==> src/rtl/pll_reset_sequencer.sv <==
// rtl/pll_reset_sequencer.sv - PLL reset/lock sequencer with timeout, retry and lock-loss handling
// Optional lock-loss counter enabled by defining PLL_LOSS_COUNTER_EN; otherwise loss_count is tied to 0.
module pll_reset_sequencer #(
    parameter int PLL_RST_CYCLES = 16,
    parameter int LOCK_TIMEOUT   = 74250,
    parameter int STABLE_CYCLES  = 1024,
    parameter int MAX_RETRIES    = 7,
    parameter int CNT_W          = 8
) (
    input  logic             clk_74a,
    input  logic             reset_n,
    input  logic             pll_locked,
    input  logic             resync_req,
    output logic             pll_rst,
    output logic             sys_reset_n,
    output logic             ready,
    output logic             fail,
    output logic [CNT_W-1:0] retry_count,
    output logic [CNT_W-1:0] loss_count
);

    localparam int T_MAX_A = (PLL_RST_CYCLES > LOCK_TIMEOUT) ? PLL_RST_CYCLES : LOCK_TIMEOUT;
    localparam int T_MAX   = (T_MAX_A > STABLE_CYCLES) ? T_MAX_A : STABLE_CYCLES;
    localparam int TIMER_W = (T_MAX > 1) ? $clog2(T_MAX) : 1;

    // Timer holds the number of completed cycles in the current state.
    localparam logic [TIMER_W-1:0] RST_LAST  = TIMER_W'(PLL_RST_CYCLES - 1);
    localparam logic [TIMER_W-1:0] TMO_LAST  = TIMER_W'(LOCK_TIMEOUT - 1);
    localparam logic [TIMER_W-1:0] STAB_LAST = TIMER_W'(STABLE_CYCLES - 1);

    typedef enum logic [2:0] {
        ST_PLL_RESET,
        ST_WAIT_LOCK,
        ST_STABLE,
        ST_RUN,
        ST_FAIL
    } state_t;

    state_t             state_q, state_d;
    logic [TIMER_W-1:0] timer_q, timer_d;
    logic [1:0]         sync_q, sync_d;
    logic               lk;
    logic               pll_rst_q, pll_rst_d;
    logic               sys_reset_n_q, sys_reset_n_d;
    logic               ready_q, ready_d;
    logic               fail_q, fail_d;
    logic [CNT_W-1:0]   retry_q, retry_d;
    logic [CNT_W-1:0]   retry_sat;

    assign lk        = sync_q[1];
    assign retry_sat = (&retry_q) ? retry_q : retry_q + CNT_W'(1);

    always_comb begin
        sync_d  = {sync_q[0], pll_locked};
        state_d = state_q;
        retry_d = retry_q;

        case (state_q)
            ST_PLL_RESET: begin
                if (timer_q == RST_LAST) state_d = ST_WAIT_LOCK;
            end
            ST_WAIT_LOCK: begin
                if (lk) begin
                    state_d = ST_STABLE;
                end else if (timer_q == TMO_LAST) begin
                    retry_d = retry_sat;
                    if (MAX_RETRIES != 0 && 32'(retry_sat) >= MAX_RETRIES)
                        state_d = ST_FAIL;
                    else
                        state_d = ST_PLL_RESET;
                end
            end
            ST_STABLE: begin
                if (!lk)
                    state_d = ST_WAIT_LOCK;
                else if (timer_q == STAB_LAST)
                    state_d = ST_RUN;
            end
            ST_RUN: begin
                if (!lk) state_d = ST_PLL_RESET;
            end
            ST_FAIL: begin
                state_d = ST_FAIL;
            end
            default: state_d = ST_PLL_RESET;
        endcase

        // Software re-sequence overrides any transition decided above.
        if (resync_req) begin
            state_d = ST_PLL_RESET;
            retry_d = retry_q;
        end

        if (resync_req || state_d != state_q || state_q == ST_RUN || state_q == ST_FAIL)
            timer_d = '0;
        else
            timer_d = timer_q + TIMER_W'(1);

        pll_rst_d     = (state_d == ST_PLL_RESET);
        sys_reset_n_d = (state_d == ST_RUN);
        ready_d       = (state_d == ST_RUN);
        fail_d        = (state_d == ST_FAIL);
    end

    always_ff @(posedge clk_74a) begin
        if (!reset_n) begin
            state_q       <= ST_PLL_RESET;
            timer_q       <= '0;
            sync_q        <= '0;
            pll_rst_q     <= 1'b1;
            sys_reset_n_q <= 1'b0;
            ready_q       <= 1'b0;
            fail_q        <= 1'b0;
            retry_q       <= '0;
        end else begin
            state_q       <= state_d;
            timer_q       <= timer_d;
            sync_q        <= sync_d;
            pll_rst_q     <= pll_rst_d;
            sys_reset_n_q <= sys_reset_n_d;
            ready_q       <= ready_d;
            fail_q        <= fail_d;
            retry_q       <= retry_d;
        end
    end

`ifdef PLL_LOSS_COUNTER_EN
    logic [CNT_W-1:0] loss_q, loss_d;

    // A loss coinciding with a resync request is not counted.
    always_comb begin
        loss_d = loss_q;
        if (!resync_req && state_q == ST_RUN && !lk && !(&loss_q))
            loss_d = loss_q + CNT_W'(1);
    end

    always_ff @(posedge clk_74a) begin
        if (!reset_n) loss_q <= '0;
        else          loss_q <= loss_d;
    end

    assign loss_count = loss_q;
`else
    assign loss_count = '0;
`endif

    assign pll_rst     = pll_rst_q;
    assign sys_reset_n = sys_reset_n_q;
    assign ready       = ready_q;
    assign fail        = fail_q;
    assign retry_count = retry_q;

endmodule

==> config.mk <==
export PLATFORM = sky130hd
export DESIGN_NAME = pll_reset_sequencer
export DESIGN_NICKNAME = d
export VERILOG_FILES = /design/src/rtl/pll_reset_sequencer.sv
export SDC_FILE = /design/constraint.sdc
export NUM_CORES = 1
export LEC_CHECK = 0
export ABC_AREA = 1
export BUFFER_PORTS_ARGS = -buffer_cell sky130_fd_sc_hd__buf_2
export CORE_UTILIZATION = 50
export DETAILED_ROUTE_END_ITERATION = 10
export MAX_ROUTING_LAYER = met4
export PLACE_DENSITY = 0.79
export SETUP_SLACK_MARGIN = 0.05
export SYNTH_ARGS = -nofsm -noshare
export SYNTH_HDL_FRONTEND = slang
export SYNTH_SLANG_ARGS = --single-unit
==> constraint.sdc <==
create_clock -name clk_74a -period 3.7 [get_ports clk_74a]
set_clock_uncertainty 0.05 [all_clocks]
set_input_delay 0.74 -clock clk_74a [delete_from_list [all_inputs] [get_ports clk_74a]]
set_output_delay 0.74 -clock clk_74a [all_outputs]
set_load 0.03 [all_outputs]
==> summary.md <==
| Metric | Value |
|---|---|
| Buf/Inv on CP | 0 |
| Routed via count | 1600 |
| Remaining antenna violation count | 0 |
| Layout cells sized above 1 | about 15% |
| Clk pwr share | around 40% |
| First-pass detailed-route iteration total | 4 |
| Drt total wl | 3500 microns |
| Routability cong. | 0.848 |
| Min-Delay Path Class | reg2reg |
| Met2 Use GR | approximately a third |
| Worst Slack Setup Final | around 1.5 ns |
| Post-DP Area | about 1900 sq um |
| Finished Core Util | between 50% and 60% |
| Largest net degree at the start of global routing | 18 |
| # resized after CTS | 0 |
| Post-synth top area share | between 30% and 40% |
| CP top delay family | simple AND/OR/NAND/NOR gates |
| Deepest clock path buffer count | 2 |
| Initial antenna violation count | 0 |
| CP Capture Type | flip-flop |
| Multi-input logic area | slightly below 1000 sq um |
| Met3 usage | around 5.5% |
| Final min period | 2.23 ns |
| Internal cell power | 492 uW |
| Synth Instances | 267 |
| CTS tree | done |
| Fin crit share | around three fifths |
| Core Region | 3440 sq um |
| Synth top area cells | dfxtp_1 36%, nand2_1 9.9%, nor2_1 8.3%, inv_1 7.7%, xor2_1 6.6% |
| Crit Path Max Fanout | 17 |
| Yosys top cell by area | dfxtp_1 |
| Final Hold Fails | 0 |
| Crit-path max cell delay | approximately 0.44 ns |
| Worst Path Arrival | 2.38 ns |
| Reg power frac | between 50 and 60% |
| # port buffers | 15 |
| Cell mode on critical path | nand2_1 |
| Gate power share | between 3 and 4% |
| Initial Util | a little over half |
| WP data required | 3.85 ns |
| Max_slew headroom | ~47% |
| Slowest CP cell | nand4_2 |
| CTS Buf Count | 5 |
| WL/cell | approximately 11 microns |
| Placed Cells | ~320 |
| Unrepaired setup endpoints after global routing | false |
| Worst-Margin Slew | between 0.7 and 0.8 ns |
| Critical path startpoint category | flip-flop |
| Synth-to-Final Area Change | 8.30% |
| Fill count | around 350 |
| Via density | between 4 and 5 |
| Cell leakage power | between 0.8 and 0.9 nW |
| Pre-CTS setup slack | around 1.2 ns |
| Pwr Total | ~640 uW |
| Switching Power | around 150 uW |
| #FFs+latches synth | 33 |
| Num rows | 21 |
| Outcome | finished, final reports clean |
| Grt met1 use | ~25% |
| DRC violations left | 0 |
| Post-Layout Cell Count | approximately 330 |
| Post-CTS Setup Bufs | 0 |
| GR peak layer | met2 |
| MaxCap Viol Count | 0 |
| Critical path class | reg2reg |
| Clock transition at path regs | around 0.07 ns |
| Initial DRC Count | 41 |
| Synth Area per Inst | a little under 7 sq um |
| CP cell instances | ha_1 > nand3_2 > nor2_2 > nand2_1 > nand2_1 > nand2_1 > nand3_2 > nand2_2 > nand2_2 > nand4_2 > nor2_2 |
| Distinct cells, synth | 29 |
| Hold WS | around 0.37 ns |
| Fmax | 449 MHz |
| Root Buffer | clkbuf_8 |
| H-Tree Depth | 2 |
| Die X-Extent | 62.9 microns |
| Post-Route Setup TNS | 0 ns |
| Vias in the first global route | ~1500 |
| N_diodes | 0 |
| Post-CTS Hold Buffers | 0 |
| Cell Area, Synth | about 1900 sq um |
| Die Ht | about 63 microns |
| First-pass GRT wire length | around 6200 microns |
| # nets final | between 200 and 300 |
| FF+latch area | about 660 sq um |
| Pins Over Slew Limit | 0 |
| Final Setup Violations | 0 |
| Sw Share | about a quarter |
| I/O pin count | 24 |
| Final instance area | between 2000 and 2500 sq um |
| GR Overflow Total | 0 |
| Total track usage | 20.5% |
| Synth Warn # | 0 |
| Clock Latency Late Sink | 0.28 ns |
| PD cells | approximately 320 nW/um^2 |
| Worst vdd ir | between 0.4 and 0.5 mV |
| CTS sink count | 33 |
| Sequential fraction of the synthesis area | 35.7% |
| Full die area | between 3000 and 4000 sq um |
| DPL Wire Length | between 2000 and 3000 microns |
cell families (layout without fill, tap and decap cells):
group / count (synthesis) / in the layout / share of synthesized area, %
and+or+nand+nor: 142 / 142 / 35.6
buffers and inverters: 51 / 62 / 12.6
DFF: 33 / 33 / 35.7
AOI/OAI and AO/OA: 21 / 21 / 6.35
xor gates and xnor gates: 16 / 16 / 7.56
adders and majority gates: 3 / 3 / 2.03
other: 1 / 8 / 0.202
final timing paths:
path	slack [ns]	from	cells past startpoint	end
max	1.47	timer_q[0]	11	timer_q[13]
min	0.37	sync_q[0]	2	sync_q[1]
max reg2reg	1.47	timer_q[0]	11	timer_q[13]
min reg2reg	0.37	sync_q[0]	2	sync_q[1]
metal layers:
metal / share of wire (%) / routed length [microns]
met1: 50 / 1760
met2: 45 / 1590
met3: 2.8 / 99
met4: 1.5 / 53
met5: 0 / 0
power by group through the flow:
stage	Clock [mW]	Sequential (mW)	Combinational, mW
finish	0.258	0.359	0.0246
global route	0.278	0.359	0.0272
floorplan	0	0.367	0.0280
CTS	0.262	0.359	0.0245
detailed placement	0	0.367	0.0245
global placement	0	0.367	0.0240
placed cells by master, fill, tap and decap left out, types with 8 or more instances in the layout:
| cell type | netlist | layout |
|---|---|---|
| o21ai_0 | 9 | 9 |
| inv_1 | 38 | 38 |
| dfxtp_1 | 33 | 33 |
| xor2_1 | 14 | 14 |
| nand3_1 | 15 | 15 |
| buf_2 | 1 | 15 |
| nor2_1 | 41 | 41 |
| conb_1 | 1 | 8 |
| nor2_2 | 13 | 13 |
| nand2_1 | 49 | 49 |
synthesized netlist by cell type:
master / count
a31oi_1: 3
xnor2_1: 2
nand2_1: 49
inv_1: 38
buf_2: 1
xor2_1: 14
a2111oi_0: 1
nor4_1: 3
clkbuf_1: 1
a21oi_1: 6
buf_4: 9
buf_6: 1
o21ai_0: 9
nor2_2: 13
ha_1: 3
nor3_2: 2
nand4_1: 6
conb_1: 1
nor3_1: 6
nand3b_1: 1
nand3_2: 2
nand4_2: 1
dfxtp_1: 33
nand2_2: 3
o211ai_1: 1
nor2_1: 41
a211oi_1: 1
inv_2: 1
nand3_1: 15
final cells by class:
cell class,instances,share of cell area [%]
clock buffers,6,3.62
clock inverters,2,0.499
inverters,39,7.29
multi-input cells,190,49.1
flip-flops and latches,33,32.9
well taps,46,2.87
repair buffers,15,3.74
registers in the layout, indices dropped and copies added (netlist names):
signal / flops
ready: 1
retry_count: 8
timer_q: 17
fail: 1
pll_rst: 1
state_q: 3
sync_q: 2
worst reg2reg max path, cell delays in order (launching register included):
cell,delay (ns)
dfxtp_1,0.40
ha_1,0.22
nand3_2,0.14
nor2_2,0.21
nand2_1,0.09
nand2_1,0.06
nand2_1,0.06
nand3_2,0.10
nand2_2,0.08
nand2_2,0.08
nand4_2,0.44
nor2_2,0.24
(Power assumes the default switching activity.)
